<file path="config.mk">
export PLATFORM = sky130hd
export DESIGN_NAME = ssd_frame_writer
export DESIGN_NICKNAME = d
export VERILOG_FILES = /design/src/rtl/ssd_frame_writer_pkg.sv /design/src/rtl/ssd_hex_encoder.sv /design/src/rtl/ssd_frame_writer.sv
export SDC_FILE = /design/constraint.sdc
export NUM_CORES = 1
export LEC_CHECK = 0
export ABC_AREA = 1
export BUFFER_PORTS_ARGS = -buffer_cell sky130_fd_sc_hd__buf_4
export CAP_MARGIN = 20
export CORE_UTILIZATION = 35
export DETAILED_ROUTE_END_ITERATION = 8
export GPL_TIMING_DRIVEN = 1
export REMOVE_ABC_BUFFERS = 1
export SLEW_MARGIN = 15
export SYNTH_ARGS = -nofsm -noshare
export SYNTH_HDL_FRONTEND = slang
export SYNTH_SLANG_ARGS = --single-unit
</file>
<file path="constraint.sdc">
create_clock -name clk_i -period 1.34 [get_ports clk_i]
set_input_delay 0.268 -clock clk_i [delete_from_list [all_inputs] [get_ports clk_i]]
set_output_delay 0.268 -clock clk_i [all_outputs]
set_load 0.005 [all_outputs]
</file>
<file path="src/rtl/ssd_frame_writer_pkg.sv">
// ssd_frame_writer_pkg
//   Shared types and constants for the seven-segment frame writer.
//   Segment vectors are ordered {g,f,e,d,c,b,a} and are active low
//   (0 = segment lit).
package ssd_frame_writer_pkg;

   localparam int NUM_DIGITS = 8;

   localparam logic [6:0] SEG_BLANK = 7'h7F;
   localparam logic [6:0] SEG_0 = 7'h40;
   localparam logic [6:0] SEG_1 = 7'h79;
   localparam logic [6:0] SEG_2 = 7'h24;
   localparam logic [6:0] SEG_3 = 7'h30;
   localparam logic [6:0] SEG_4 = 7'h19;
   localparam logic [6:0] SEG_5 = 7'h12;
   localparam logic [6:0] SEG_6 = 7'h02;
   localparam logic [6:0] SEG_7 = 7'h78;
   localparam logic [6:0] SEG_8 = 7'h00;
   localparam logic [6:0] SEG_9 = 7'h10;
   localparam logic [6:0] SEG_A = 7'h08;
   localparam logic [6:0] SEG_B = 7'h03;  // lowercase b
   localparam logic [6:0] SEG_C = 7'h46;
   localparam logic [6:0] SEG_D = 7'h21;  // lowercase d
   localparam logic [6:0] SEG_E = 7'h06;
   localparam logic [6:0] SEG_F = 7'h0E;

   typedef enum logic [0:0] {
      ST_IDLE  = 1'b0,
      ST_CLEAR = 1'b1
   } state_e;

   typedef struct packed {
      logic       blank;
      logic [3:0] hex;
      logic       dp;
      logic       blink;
   } digit_t;

   localparam digit_t DIGIT_BLANK = '{blank: 1'b1, hex: 4'h0, dp: 1'b0, blink: 1'b0};

endpackage

</file>
<file path="src/rtl/ssd_hex_encoder.sv">
// ssd_hex_encoder
//   Combinational hex/blank to active-low seven-segment glyph.
//   hex_i   : 4-bit value 0..F
//   blank_i : forces all segments off
//   seg_o   : {g,f,e,d,c,b,a}, 0 = lit
module ssd_hex_encoder
   import ssd_frame_writer_pkg::*;
(
   input  logic [3:0] hex_i,
   input  logic       blank_i,
   output logic [6:0] seg_o
);

   always_comb begin
      seg_o = SEG_BLANK;
      if (!blank_i) begin
         unique case (hex_i)
            4'h0: seg_o = SEG_0;
            4'h1: seg_o = SEG_1;
            4'h2: seg_o = SEG_2;
            4'h3: seg_o = SEG_3;
            4'h4: seg_o = SEG_4;
            4'h5: seg_o = SEG_5;
            4'h6: seg_o = SEG_6;
            4'h7: seg_o = SEG_7;
            4'h8: seg_o = SEG_8;
            4'h9: seg_o = SEG_9;
            4'hA: seg_o = SEG_A;
            4'hB: seg_o = SEG_B;
            4'hC: seg_o = SEG_C;
            4'hD: seg_o = SEG_D;
            4'hE: seg_o = SEG_E;
            4'hF: seg_o = SEG_F;
            default: seg_o = SEG_BLANK;
         endcase
      end
   end

endmodule

</file>
<file path="src/rtl/ssd_frame_writer.sv">
// ssd_frame_writer
//   Holds an 8-digit frame written over a valid/ready port, encodes each
//   digit to active-low segments, applies per-digit blinking and presents
//   registered per-segment buses to the scan driver (bit i = digit i).
//   clk_i, rst_ni           : clock, async active-low reset
//   wr_valid_i / wr_ready_o : write handshake
//   wr_addr_i, wr_data_i    : digit index, {blank, hex[3:0]}
//   wr_dp_i, wr_blink_i     : decimal point, blink enable
//   clear_i / busy_o        : blank-whole-frame request / in progress
//   a_o..g_o, p_o           : active-low segment buses
module ssd_frame_writer
   import ssd_frame_writer_pkg::*;
#(
   parameter int BLINK_DIV = 50_000_000
) (
   input  logic       clk_i,
   input  logic       rst_ni,
   input  logic       wr_valid_i,
   output logic       wr_ready_o,
   input  logic [2:0] wr_addr_i,
   input  logic [4:0] wr_data_i,
   input  logic       wr_dp_i,
   input  logic       wr_blink_i,
   input  logic       clear_i,
   output logic       busy_o,
   output logic [7:0] a_o,
   output logic [7:0] b_o,
   output logic [7:0] c_o,
   output logic [7:0] d_o,
   output logic [7:0] e_o,
   output logic [7:0] f_o,
   output logic [7:0] g_o,
   output logic [7:0] p_o
);

   localparam int CNT_W = (BLINK_DIV > 1) ? $clog2(BLINK_DIV) : 1;
   localparam logic [CNT_W-1:0] CNT_MAX = CNT_W'(BLINK_DIV - 1);

   state_e     state_q, state_d;
   logic [2:0] clr_addr_q, clr_addr_d;
   digit_t     frame_q [NUM_DIGITS];
   logic [CNT_W-1:0] cnt_q;
   logic       blink_phase_q;
   logic [7:0] seg_d [NUM_DIGITS];
   logic [7:0] seg_q [NUM_DIGITS];
   logic       wr_fire;

   // clear takes priority: a write presented alongside clear is refused
   assign wr_ready_o = (state_q == ST_IDLE) && !clear_i;
   assign busy_o     = (state_q == ST_CLEAR);
   assign wr_fire    = wr_valid_i && wr_ready_o;

   always_comb begin
      state_d    = state_q;
      clr_addr_d = clr_addr_q;
      unique case (state_q)
         ST_IDLE: begin
            if (clear_i) begin
               state_d    = ST_CLEAR;
               clr_addr_d = 3'd0;
            end
         end
         ST_CLEAR: begin
            clr_addr_d = clr_addr_q + 3'd1;
            if (clr_addr_q == 3'd7) state_d = ST_IDLE;
         end
         default: state_d = ST_IDLE;
      endcase
   end

   always_ff @(posedge clk_i or negedge rst_ni) begin
      if (!rst_ni) begin
         state_q    <= ST_IDLE;
         clr_addr_q <= 3'd0;
      end else begin
         state_q    <= state_d;
         clr_addr_q <= clr_addr_d;
      end
   end

   always_ff @(posedge clk_i or negedge rst_ni) begin
      if (!rst_ni) begin
         for (int i = 0; i < NUM_DIGITS; i++) frame_q[i] <= DIGIT_BLANK;
      end else if (state_q == ST_CLEAR) begin
         frame_q[clr_addr_q] <= DIGIT_BLANK;
      end else if (wr_fire) begin
         frame_q[wr_addr_i] <= '{blank: wr_data_i[4], hex: wr_data_i[3:0],
                                 dp: wr_dp_i, blink: wr_blink_i};
      end
   end

   // Free-running blink timebase; writes never disturb it.
   always_ff @(posedge clk_i or negedge rst_ni) begin
      if (!rst_ni) begin
         cnt_q         <= '0;
         blink_phase_q <= 1'b0;
      end else if (cnt_q == CNT_MAX) begin
         cnt_q         <= '0;
         blink_phase_q <= !blink_phase_q;
      end else begin
         cnt_q <= cnt_q + 1'b1;
      end
   end

   for (genvar i = 0; i < NUM_DIGITS; i++) begin : g_digit
      logic [6:0] glyph;
      ssd_hex_encoder u_enc (
         .hex_i   (frame_q[i].hex),
         .blank_i (frame_q[i].blank),
         .seg_o   (glyph)
      );
      // blink-off phase darkens the decimal point too
      assign seg_d[i] = (frame_q[i].blink && blink_phase_q) ? 8'hFF
                                                            : {!frame_q[i].dp, glyph};
   end

   always_ff @(posedge clk_i or negedge rst_ni) begin
      if (!rst_ni) begin
         for (int i = 0; i < NUM_DIGITS; i++) seg_q[i] <= 8'hFF;
      end else begin
         for (int i = 0; i < NUM_DIGITS; i++) seg_q[i] <= seg_d[i];
      end
   end

   // Transpose per-digit bytes into per-segment buses.
   always_comb begin
      a_o = '1; b_o = '1; c_o = '1; d_o = '1;
      e_o = '1; f_o = '1; g_o = '1; p_o = '1;
      for (int i = 0; i < NUM_DIGITS; i++) begin
         a_o[i] = seg_q[i][0];
         b_o[i] = seg_q[i][1];
         c_o[i] = seg_q[i][2];
         d_o[i] = seg_q[i][3];
         e_o[i] = seg_q[i][4];
         f_o[i] = seg_q[i][5];
         g_o[i] = seg_q[i][6];
         p_o[i] = seg_q[i][7];
      end
   end

endmodule
</file>
==> results_dict.tcl <==
set metrics [dict create \
    drt_iter0_drc 340 \
    seq_area_frac_synth_pct 50.5 \
    p_sw_uw 4210 \
    yosys_warnings 0 \
    synth_edf_count 0 \
    relSlewSlack_pct 62.0 \
    hold_path.class "input port to flip-flop" \
    grt_pass1_vias 6261 \
    placedCellCount 1282 \
    n_antenna_cell 0 \
    grt_pass1_wl_um 30900 \
    synth_area_leader_cell "dfrtp_1" \
    drcViolationCount 0 \
    clock_path_buffers 2 \
    grt_max_degree 46 \
    violations "setup timing" \
    totalNegativeSetupSlack_ns -5.49 \
    std_cell_rows 53 \
    max_freq_mhz 668 \
    io_buffers 79 \
    timing.final.ws_setup_ns -0.157 \
    pwr-share-clk_pct 33.7 \
    synth-seq-cells 151 \
    root_buffer "clkbuf_16" \
    gp_congestion 0.866 \
    crit_required_ns 1.68 \
    clock-sinks 151 \
    antenna_found_initial 0 \
    rsz0062_at_grt "yes" \
    initial_utilization_pct 36.1 \
    synth.distinct_cells 33 \
    ctsHtreeMaxLevel 4 \
    status "complete, but fails checks" \
    dp_slack_ns -0.0819 \
    routed_wl_um 19400 \
    fin_skew_ns 0.00873 \
    critPathSlowestCell "dfrtp_1" \
    crit_top_cell "buf_6" \
    synthFlopType "dfrtp_1" \
    tightest_slew_ns 0.569 \
    drive_gt1_share_pct 41.4 \
    swShare_pct 31.3 \
    cap_violations 0 \
    crit_buf_inv 4 \
    coreArea_mm2 0.0212 \
    syn_inst 851 \
    crit_path_max_incr_delay_ns 0.38 \
    crit_path_end_kind "flip-flop" \
    powerDensity_mw_per_mm2 1260 \
    grt_overflow 0 \
    synth.top_cell.area_share_pct 25.8 \
    cts_buffers 17 \
    final_nets 1123 \
    drt_pass1_iterations 5 \
    setup_viol 69 \
    p_total_uw 13500 \
    slew_viol_final 0 \
    die_w_um 150 \
    async_flop_share_pct 100 \
    p_leak_uw 0.00483 \
    clk_pin_slew_ns 0.06 \
    crit_type "flip-flop to flip-flop" \
    fp.dieH_um 150 \
    p_int_uw 9260 \
    area_growth_pct 40.1 \
    arrival_ns 1.84 \
    stdcell_count 1338 \
    ir_drop_mv 0.839 \
    layout_commonest_cell "buf_4" \
    layout_common_cells "buf_4 (135), nand2_1 (127), inv_1 (94)" \
    syn-cell-area_mm2 0.00766 \
    wire_per_inst_um 14.5 \
    comb_power_share_pct 23.8 \
    netlist_top_cells_area "dfrtp_1 (26%), dfstp_2 (25%), ha_1 (9.6%)" \
    worstPathCellList "inv_2 -> nand2_4 -> buf_6 -> buf_6 -> nor2_4 -> nand2_4 -> buf_6 -> o22ai_1" \
    min_period_ns 1.50 \
    ant_nets 0 \
    path_delay_family "buffers and inverters" \
    num_vias 6545 \
    avgSynthCellArea_um2 9.00 \
    routed_via_density 4.89 \
    crit_path_start_kind "flip-flop" \
    path_max_fanout 8 \
    fp.dieArea_mm2 0.0225 \
    dp_hpwl_um 13500 \
    fin_crit_sh_pct 112 \
    finalHoldViolations 0 \
    ios 80 \
    grt_usage_pct 17.6 \
    fillCellCount 1961 \
    p_seq_share_pct 42.5 \
    cts_tree "yes" \
    clock_latency_ns 0.42 \
]
## per-stage QoR
stage	hold slack, ns	instance area (um2)	util, %
after floorplan	-0.0276	7560	-
after global placement	0.118	9240	43.5
after detailed placement	0.117	9240	43.5
after CTS	0.177	10100	47.6
after global routing	0.184	10700	50.6
final	0.197	10700	50.6
## timing repair
item | 4_1_cts | 5_1_grt
setup endpoints to repair | 44 | 139
hold endpoints to repair | 81 | 0
hold buffers | 1 | 0
gates cloned | 1 | 2
resized for setup | 73 | 154
buffers inserted | 11 | 10
pin swaps | 16 | 24
## metal layers
layer  vias to the layer above  global-route usage [%]  wire length (um)
li1                       3226                       -                 -
met1                      3168                    24.3              9220
met2                       136                    27.3              9240
met3                        15                    3.57               751
met4                         0                    5.86               218
met5                         -                       0                 0
## worst reg2reg max path, stage by stage (launching register included)
cell	delay (ns)
dfrtp_1	0.38
inv_2	0.08
nand2_4	0.05
buf_6	0.12
buf_6	0.11
nor2_4	0.24
nand2_4	0.15
buf_6	0.15
o22ai_1	0.14
## state kept, by name, indices dropped and copies added, names as in the netlist, 3 cells and up
register / count
a_o: 8
b_o: 8
c_o: 8
clr_addr_q: 3
cnt_q: 26
d_o: 8
e_o: 8
f_o: 8
frame_q: 56
g_o: 8
p_o: 8
## layout make-up
type | count | area [um2] | area share, %
clock buffers | 18 | 429 | 4.00
repair buffers | 194 | 1720 | 16.0
multi-input cells | 573 | 3800 | 35.4
inverters | 113 | 433 | 4.04
flip-flops and latches | 151 | 3880 | 36.2
clock inverters | 14 | 125 | 1.17
well taps | 275 | 344 | 3.21
## final timing paths
check                                        startpoint  depth (start not counted)  slack [ns]                       to
worst max-delay path                   busy_o$_DFF_PN0_                          8       -0.16  frame_q[16]$_DFFE_PN0P_
worst min-delay path                       wr_data_i[4]                          3        0.20  frame_q[13]$_DFFE_PN1P_
worst max register to register         busy_o$_DFF_PN0_                          8       -0.16  frame_q[16]$_DFFE_PN0P_
worst min register to register  frame_q[29]$_DFFE_PN0P_                          1        0.44         p_o[3]$_DFF_PN1_
max in group asynchronous                        rst_ni                          3        0.53         e_o[7]$_DFF_PN1_
min in group asynchronous                        rst_ni                          2        0.26  frame_q[10]$_DFFE_PN0P_
## cells in the mapped netlist (all sizes together) (7+ instances only)
library cell and n:
nand2 172, inv 106, xor2 10, o211ai 10
o22ai 36, dfrtp 79, ha 59, o2111ai 9
a31oi 10, o21ai 65, dfstp 72, buf 11
nand3 57, nor2 90, a21oi 35, clkinv 7
## cell families (layout without fill, tap and decap cells)
group / Yosys count / count (layout) / share of synthesized area, %
AO/OA/AOI/OAI: 177 / 177 / 13.6
XOR/XNOR: 11 / 11 / 1.26
adder cells (fa/ha/maj): 59 / 59 / 9.64
buffers and inverters: 127 / 339 / 6.77
flip-flops: 151 / 151 / 50.5
AND/OR/NAND/NOR: 326 / 326 / 18.2
## power by group through the flow
stage / logic (uW) / registers [uW] / clock network [uW]
after floorplan: 1440 / 5700 / 0
after global placement: 2610 / 5740 / 0
after detailed placement: 2640 / 5740 / 0
after CTS: 2870 / 5680 / 4650
after global routing: 3580 / 5790 / 4860
final: 3210 / 5720 / 4540
(Power assumes the default switching activity.)
